===== config.mk =====
export PLATFORM = sky130hd
export DESIGN_NAME = mem_read_arbiter
export DESIGN_NICKNAME = d
export VERILOG_FILES = /design/src/rtl/mem_read_arbiter.sv
export SDC_FILE = /design/constraint.sdc
export NUM_CORES = 1
export LEC_CHECK = 0
export BUFFER_PORTS_ARGS = -buffer_cell sky130_fd_sc_hd__buf_2
export CORE_MARGIN = 8
export CORE_UTILIZATION = 43
export DETAILED_ROUTE_END_ITERATION = 8
export PLACE_DENSITY = 0.82
export SETUP_SLACK_MARGIN = 0.05
export SYNTH_ARGS = -nofsm -noshare
export SYNTH_HDL_FRONTEND = slang
export SYNTH_SLANG_ARGS = --single-unit

===== constraint.sdc =====
create_clock -name clk -period 1.93 [get_ports clk]
set_input_delay 0 -clock clk [delete_from_list [all_inputs] [get_ports clk]]
set_output_delay 0 -clock clk [all_outputs]
set_load 0.1 [all_outputs]

===== src/rtl/mem_read_arbiter.sv =====
// Read-channel arbiter: I$ / D$ refill and stream prefetch onto one memory port.
// One burst in flight; beats are routed back to the granted requester by RID.
module mem_read_arbiter #(
  parameter int ADDR_WIDTH   = 32,
  parameter int DATA_WIDTH   = 32,
  parameter int STARVE_LIMIT = 4
) (
  input  logic                    clk,
  input  logic                    rst_n,
  input  logic [2:0]              req_arvalid,
  input  logic [3*ADDR_WIDTH-1:0] req_araddr,
  input  logic [3*4-1:0]          req_arlen,
  output logic [2:0]              req_arready,
  output logic [2:0]              req_rvalid,
  output logic [DATA_WIDTH-1:0]   req_rdata,
  output logic                    req_rlast,
  output logic                    mem_arvalid,
  output logic [ADDR_WIDTH-1:0]   mem_araddr,
  output logic [3:0]              mem_arlen,
  output logic [3:0]              mem_arid,
  input  logic                    mem_arready,
  input  logic                    mem_rvalid,
  input  logic [DATA_WIDTH-1:0]   mem_rdata,
  input  logic [3:0]              mem_rid,
  input  logic                    mem_rlast,
  output logic                    mem_rready,
  output logic                    prot_err
);

  typedef enum logic [1:0] {
    IDLE,
    ADDR,
    DATA
  } state_t;

  localparam logic [3:0] LIMIT = 4'(STARVE_LIMIT);

  state_t                  state;
  logic [1:0]              grant;
  logic [3:0]              starve_cnt;
  logic [3:0]              beat_cnt;
  logic [3:0]              len_q;
  logic [ADDR_WIDTH-1:0]   addr_q;
  logic                    rr_last;
  logic                    overrun;
  logic                    err_q;

  logic                    force_pf;
  logic                    pick0;
  logic                    pick1;
  logic                    pick2;
  logic [1:0]              gnt_idx;
  logic [ADDR_WIDTH-1:0]   addr_sel;
  logic [3:0]              len_sel;
  logic                    hit;

  // Picks are mutually exclusive; rr_last=1 means ID 1 was served last.
  always_comb begin
    force_pf = req_arvalid[2] && (starve_cnt == LIMIT);
    pick0 = !force_pf && req_arvalid[0]
            && (!req_arvalid[1] || rr_last);
    pick1 = !force_pf && req_arvalid[1]
            && (!req_arvalid[0] || !rr_last);
    pick2 = req_arvalid[2]
            && (force_pf || !(req_arvalid[0] || req_arvalid[1]));
    gnt_idx = 2'd0;
    unique case (1'b1)
      pick0:   gnt_idx = 2'd0;
      pick1:   gnt_idx = 2'd1;
      pick2:   gnt_idx = 2'd2;
      default: gnt_idx = 2'd0;
    endcase
  end

  always_comb begin
    addr_sel = '0;
    len_sel  = '0;
    for (int i = 0; i < 3; i++) begin
      if (gnt_idx == 2'(i)) begin
        addr_sel = req_araddr[i*ADDR_WIDTH +: ADDR_WIDTH];
        len_sel  = req_arlen[i*4 +: 4];
      end
    end
  end

  assign hit = (state == DATA) && mem_rvalid
               && (mem_rid == {2'b00, grant});

  assign req_arready = (state == IDLE) ? {pick2, pick1, pick0} : 3'b000;
  assign req_rvalid  = hit ? (3'b001 << grant) : 3'b000;
  assign req_rdata   = mem_rdata;
  assign req_rlast   = hit && mem_rlast;
  assign mem_arvalid = (state == ADDR);
  assign mem_araddr  = addr_q;
  assign mem_arlen   = len_q;
  assign mem_arid    = {2'b00, grant};
  assign mem_rready  = 1'b1;
  assign prot_err    = err_q;

  always_ff @(posedge clk) begin
    if (!rst_n) begin
      state      <= IDLE;
      grant      <= 2'd0;
      starve_cnt <= 4'd0;
      beat_cnt   <= 4'd0;
      len_q      <= 4'd0;
      addr_q     <= '0;
      rr_last    <= 1'b1;
      overrun    <= 1'b0;
      err_q      <= 1'b0;
    end else begin
      unique case (state)
        IDLE: begin
          if (pick0 || pick1 || pick2) begin
            grant  <= gnt_idx;
            addr_q <= addr_sel;
            len_q  <= len_sel;
            state  <= ADDR;
            if (pick0) rr_last <= 1'b0;
            if (pick1) rr_last <= 1'b1;
            if (pick2 || !req_arvalid[2])
              starve_cnt <= 4'd0;
            else if (starve_cnt != LIMIT)
              starve_cnt <= starve_cnt + 4'd1;
          end
        end
        ADDR: begin
          if (mem_arready) begin
            state    <= DATA;
            beat_cnt <= 4'd0;
            overrun  <= 1'b0;
          end
        end
        DATA: begin
          if (mem_rvalid) begin
            if (!hit) begin
              err_q <= 1'b1;
            end else begin
              beat_cnt <= beat_cnt + 4'd1;
              if (mem_rlast) begin
                state <= IDLE;
                if (beat_cnt != len_q || overrun) err_q <= 1'b1;
              end else if (beat_cnt == len_q || overrun) begin
                // Missing rlast: every further beat is a protocol error.
                overrun <= 1'b1;
                err_q   <= 1'b1;
              end
            end
          end
        end
        default: state <= IDLE;
      endcase
    end
  end

endmodule


Word level (Yosys, flattened, before mapping)
Cells that the tools add are included.
W data, S select, Z words.

word-level totals
  register bits after elaboration = 51
  bits of input ports = 152
  output and inout bits = 82
  word-level logic and storage cells = 98

cells by class
  add/subtract/negate cells = 2
  eq/ne operators = 18
  shift-type cells = 1
  muxes and demuxes = 32
  reduce and logical (&&, ||, !) cells = 36

operators with widths
  operator               count
  $mux W32               3
  $mux W4                8
  $mux W1                10
  $mux W2                5
  $logic_and A1 B1 Y1    9
  $logic_or A1 B1 Y1     9
  $add A4 B1 Y4 const B  2
  $ne A2 B2 Y1 const B   4
  $pmux W4 S2            1
  $reduce_and A4 Y1      2
  $logic_not A1 Y1       6
  $mux W3                2
  $ne A2 B1 Y1 const B   3
  $ne A3 B2 Y1 const B   2
  $pmux W2 S3            1
  $reduce_and A3 Y1      2
  $reduce_and A6 Y1      1
  $reduce_bool A2 Y1     3
  $reduce_and A5 Y1      1
  $eq A2 B1 Y1 const B   2
  $eq A2 B2 Y1 const B   2
  $eq A4 B2 Y1           1
  $eq A4 B3 Y1 const B   1
  $eq A4 B4 Y1           1
  other kinds (7)        8

Logic depth before layout (Yosys ltp)
  word-level depth = 10
  gate-level depth with buffers = 8
  mapped depth without buffers = 6

Worst setup path before layout
OpenSTA, ideal clock, no wires.

  path type = register to output
  start = register grant[1]
  end = output req_rvalid[2]
  data arrival time = 3.710 ns
  data required time = 1.930 ns
  setup slack = -1.780 ns
  cell stages (with the launch flop) = 4
  buffers on the path = 0
  path through = dfxtp_1 > xnor2_1 > nand4_4 > nor3b_1

on the way
  word-level cells in the longest chain between the ends = 3
  elaborated cells on any way between the ends = 4
  classes of those cells = eq/ne (1); shift (1); mux (1); reduce/logical (1)

ends and longest elaborated chain
  item                    RTL line  text
  from (decl)             39        logic [1:0] grant;
  from (signal assigned)  115       grant <= gnt_idx;
  $eq A4 B2 Y1            87        && (mem_rid == {2'b00, grant});
  $logic_and A1 B1 Y1     87
  $mux W3 *               90        assign req_rvalid = hit ? (3'b001 << grant) : 3'b000;
  to (decl)               14        output logic [2:0] req_rvalid,

Mark *: on every way between the ends. The rest lies on a longest branch, timed or not.

Worst setup path after layout
  start = register starve_cnt[0]
  end = output req_arready[2]

on the way
  word-level cells in the longest chain between the ends = 5

ends and longest elaborated chain
  item                    RTL line  text
  from (decl)             40        logic [3:0] starve_cnt;
  from (signal assigned)  124       starve_cnt <= starve_cnt + 4'd1;
  $eq A4 B3 Y1            59        force_pf = req_arvalid[2] && (starve_cnt == LIMIT);
  $logic_and A1 B1 Y1     59
  $logic_or A1 B1 Y1      65        && (force_pf || !(req_arvalid[0] || req_arvalid[1]));
  $logic_and A1 B1 Y1     65
  $mux W3                 89        assign req_arready = (state == IDLE) ? {pick2, pick1, pick0} : 3'b000;
  to (decl)               13        output logic [2:0] req_arready,

No other way between the ends.

==> metrics.log <==
[metrics] result of the run: finished, final reports clean
[metrics] highest-count cells in the layout ignoring fill and taps: sky130_fd_sc_hd__buf_2, sky130_fd_sc_hd__dfxtp_1, sky130_fd_sc_hd__nand3_1, sky130_fd_sc_hd__a21oi_1, sky130_fd_sc_hd__o21ai_1
[metrics] area delta synth->final: 26.8%
[metrics] RSZ-0062 raised after global routing: true
[metrics] number of nets at the end of the flow: approximately 700
[metrics] most common cell after layout, fill and taps aside: sky130_fd_sc_hd__buf_2
[metrics] critical-path cell list: inv_1 -> ha_1 -> and3b_1 -> o21a_1 -> buf_8 -> nand2_1 -> inv_1 -> buf_12
[metrics] Pwr Density: about 900 nW/um^2
[metrics] Yosys top cell area share: 0.289
[metrics] via count of the first global-routing pass: between 3000 and 4000
[metrics] Sw Pwr: between 2000 and 2500 uW
[metrics] number of vias per cell: about 5.7
[metrics] remaining antenna violation count: 0
[metrics] endpoint type of the worst setup path: output port
[metrics] Relative slew margins: 0.578
[metrics] relative contribution of combinational cells to total power: 0.527
[metrics] startpoint types: flip-flop
[metrics] count of placed standard cells including taps: 646
[metrics] Routed Wire Length: between 10000 and 15000 um
[metrics] maximum number of pins on one net before global-route repair: 35
[metrics] DRC violation count after routing: 0
[metrics] # IOs: between 200 and 250
[metrics] Final Max Tran Viols: 0
[metrics] ratio of final minimum period to clock period: 0.936
[metrics] most frequent cell on the critical path: sky130_fd_sc_hd__inv_1
[metrics] I/O Buffers: roughly 170
[metrics] synth unique cells: 47
[metrics] final setup violation count: 0
[metrics] Detailed Place HPWL: ~9000 um
[metrics] cell row count: 33
[metrics] flip-flop and latch count after synthesis: between 50 and 60
[metrics] clock skew: a little over 8 ps
[metrics] hold violation total from the final report: 0
[metrics] proportion of layout cells with a drive suffix above 1: 0.385
[metrics] Total Routing Usage GR: 0.200
[metrics] warnings from Yosys: 0
[metrics] sequential group share of total power: 0.324
[metrics] Critical Path Slowest Stage Cell: sky130_fd_sc_hd__dfxtp_2
[metrics] routability congestion estimate: ~0.82
[metrics] internal power summed over all cells: approximately 2000 uW
[metrics] post-placement setup slack: 198 ps
[metrics] relative contribution of the clock network to total power: 0.149
[metrics] least setup slack across all paths after layout: approximately 120 ps
[metrics] fraction of power spent switching nets: 0.500
[metrics] final period demand of the worst path: ~1800 ps
[metrics] clock-pin slew on the worst setup and hold paths: 90 ps
[metrics] total power of the final layout: between 4000 and 5000 uW
[metrics] Initial DRC Count: roughly 200
[metrics] largest area contributor in the synthesized netlist: sky130_fd_sc_hd__dfxtp_1
[metrics] netlist area before placement: between 3000 and 4000 um^2
[metrics] Die Wd: roughly 110 um
[metrics] Synth Instances: between 400 and 500
[metrics] worst slew pin tran: 634 ps
[metrics] arrival time at the worst endpoint: around 1800 ps
[metrics] count of H-tree levels built during CTS: 2
[metrics] maximum capacitance violations: 0
[metrics] sequential fraction of the synthesis area: 0.289
[metrics] maximum fanout along the worst path: 3
[metrics] GR Overflow Total: 0
[metrics] cell at the root of the clock tree: sky130_fd_sc_hd__clkbuf_8
[metrics] area of the die: between 10000 and 15000 um^2
[metrics] delay contributed by the slowest stage of the critical path: about 360 ps
[metrics] total number of vias: 3800
[metrics] number of buffers created by CTS: 5
[metrics] global-route wire length before repair: about 19000 um
[metrics] average cell area after synthesis: about 8.2 um^2
[metrics] die outline height: between 100 and 150 um
[metrics] CTS max path bufs: 2
[metrics] Setup Total Neg Slack: 0 ps
[metrics] Leak Pwr: 0.00216 uW
[metrics] number of cells on the worst hold path: 0
[metrics] clk_lat worst skew: 300 ps
[metrics] clock net sink count: 51
[metrics] IR Drop Worst-Case VDD: around 0.32 mV
[metrics] number of antenna violations at the first check in global routing: 0
[metrics] starting density of the core: 0.437
[metrics] number of optimization iterations in the first detailed-route pass: 4
[metrics] cell types occupying the most area after synthesis: sky130_fd_sc_hd__dfxtp_1, sky130_fd_sc_hd__o221a_1, sky130_fd_sc_hd__buf_4
[metrics] Antenna Diode Count: 0
[metrics] count of placed standard cells in the final layout, fillers left out: 661
[metrics] Core Box Area: between 8000 and 9000 um^2
[metrics] TritonCTS clock tree: built
[metrics] data required time of the worst path: just under 2000 ps
[metrics] fmax: approximately 550 MHz
[metrics] average routed wire per standard cell: between 15 and 20 um
[metrics] class of the worst hold path: primary input to output port
[metrics] Worst R2R Path Depth: 8
[metrics] Crit Path Category: flip-flop to output port
[layout make-up]
| cell class | instances | area, um^2 |
|---|---|---|
| Sequential cell | 51 | 1030 |
| Clock buffer | 7 | 76.3 |
| Inverter | 5 | 18.8 |
| Fill cell | 742 | 3610 |
| Timing Repair Buffer | 192 | 1100 |
| Multi-Input combinational cell | 301 | 2120 |
| Tap cell | 105 | 131 |
[synth_stat cells, drive strengths merged]
cell type	n
buf	62
dfxtp	51
nand3	46
a21oi	39
o21ai	39
nand2b	33
o221a	33
a21o	32
clkbuf	12
nor2	9
xnor2	8
nand2	6
nor3b	6
inv	5
nor3	5
a21boi	4
o21a	4
and2	3
ha	3
mux2i	3
o221ai	3
and3	2
and3b	2
conb	2
nand4	2
nand4b	2
or2	2
or3	2
a21bo	1
a221oi	1
a32o	1
and4	1
and4b	1
nor2b	1
o211a	1
o211ai	1
o2bb2ai	1
xor2	1
[through the flow]
| stage | hold slack [ps] | utilization | instance area [um^2] |
|---|---|---|---|
| finish | 0.0386 | 0.554 | 4480 |
| global route | 0.143 | 0.554 | 4480 |
| CTS | 0.681 | 0.550 | 4450 |
| detailed placement | 0.681 | 0.531 | 4300 |
| global placement | 0.681 | 0.531 | 4300 |
| floorplan | 146 | - | 3620 |
[state kept, by name (all words and copies together), names as in the netlist]
signal and flops:
mem_araddr 32, beat_cnt 4, mem_arlen 4, starve_cnt 4, grant 2, state 2, overrun 1, prot_err 1
rr_last 1
[worst max-delay path: cells and delay by family (launching register included)]
kind            cells  cell delay [ps]
compound gates      1              220
fa+ha+maj           1              230
flops               1              360
buf+inv             4              430
simple gates        2              270
[power by group through the flow]
stage	Combinational [uW]	Clock [uW]	Sequential, uW
finish	2110	596	1300
global route	2210	657	1310
detailed placement	2090	0	1320
floorplan	1050	0	2220
global placement	2060	0	1310
CTS	2110	620	1300
[cells by family after synthesis]
| logic type | synth area share |
|---|---|
| other | 0.00212 |
| AND/OR/NAND/NOR | 0.205 |
| multiplexers | 0.00849 |
| flip-flops | 0.289 |
| XOR/XNOR | 0.0223 |
| adder cells (fa/ha/maj) | 0.0106 |
| AO/OA/AOI/OAI | 0.329 |
| buffers and inverters | 0.134 |
[repair_timing]
action / CTS / global route
resized for setup: 10 / 4
gates cloned: 0 / 0
setup buffers: 2 / 2
endpoints found under the setup margin: 7 / 8
hold endpoints to repair: 2 / 0
hold buffers: 4 / 0
[layer usage]
| metal | global-route usage | wire length, um | vias to the layer above |
|---|---|---|---|
| met1 | 0.212 | 4840 | 1797 |
| met4 | 0.0774 | 246 | 0 |
| met2 | 0.373 | 6340 | 184 |
| met5 | 0 | 0 | - |
| met3 | 0.0492 | 955 | 26 |
| li1 | - | - | 1793 |
[worst paths after layout]
path	start	slack (ps)	endpoint
min reg2reg	mem_araddr[9]	500	mem_araddr[9]
max reg2reg	starve_cnt[0]	140	mem_araddr[19]
max	starve_cnt[0]	120	req_arready[2]
min	mem_rdata[21]	0.04	req_rdata[21]
Power figures use the tool's default switching activity.
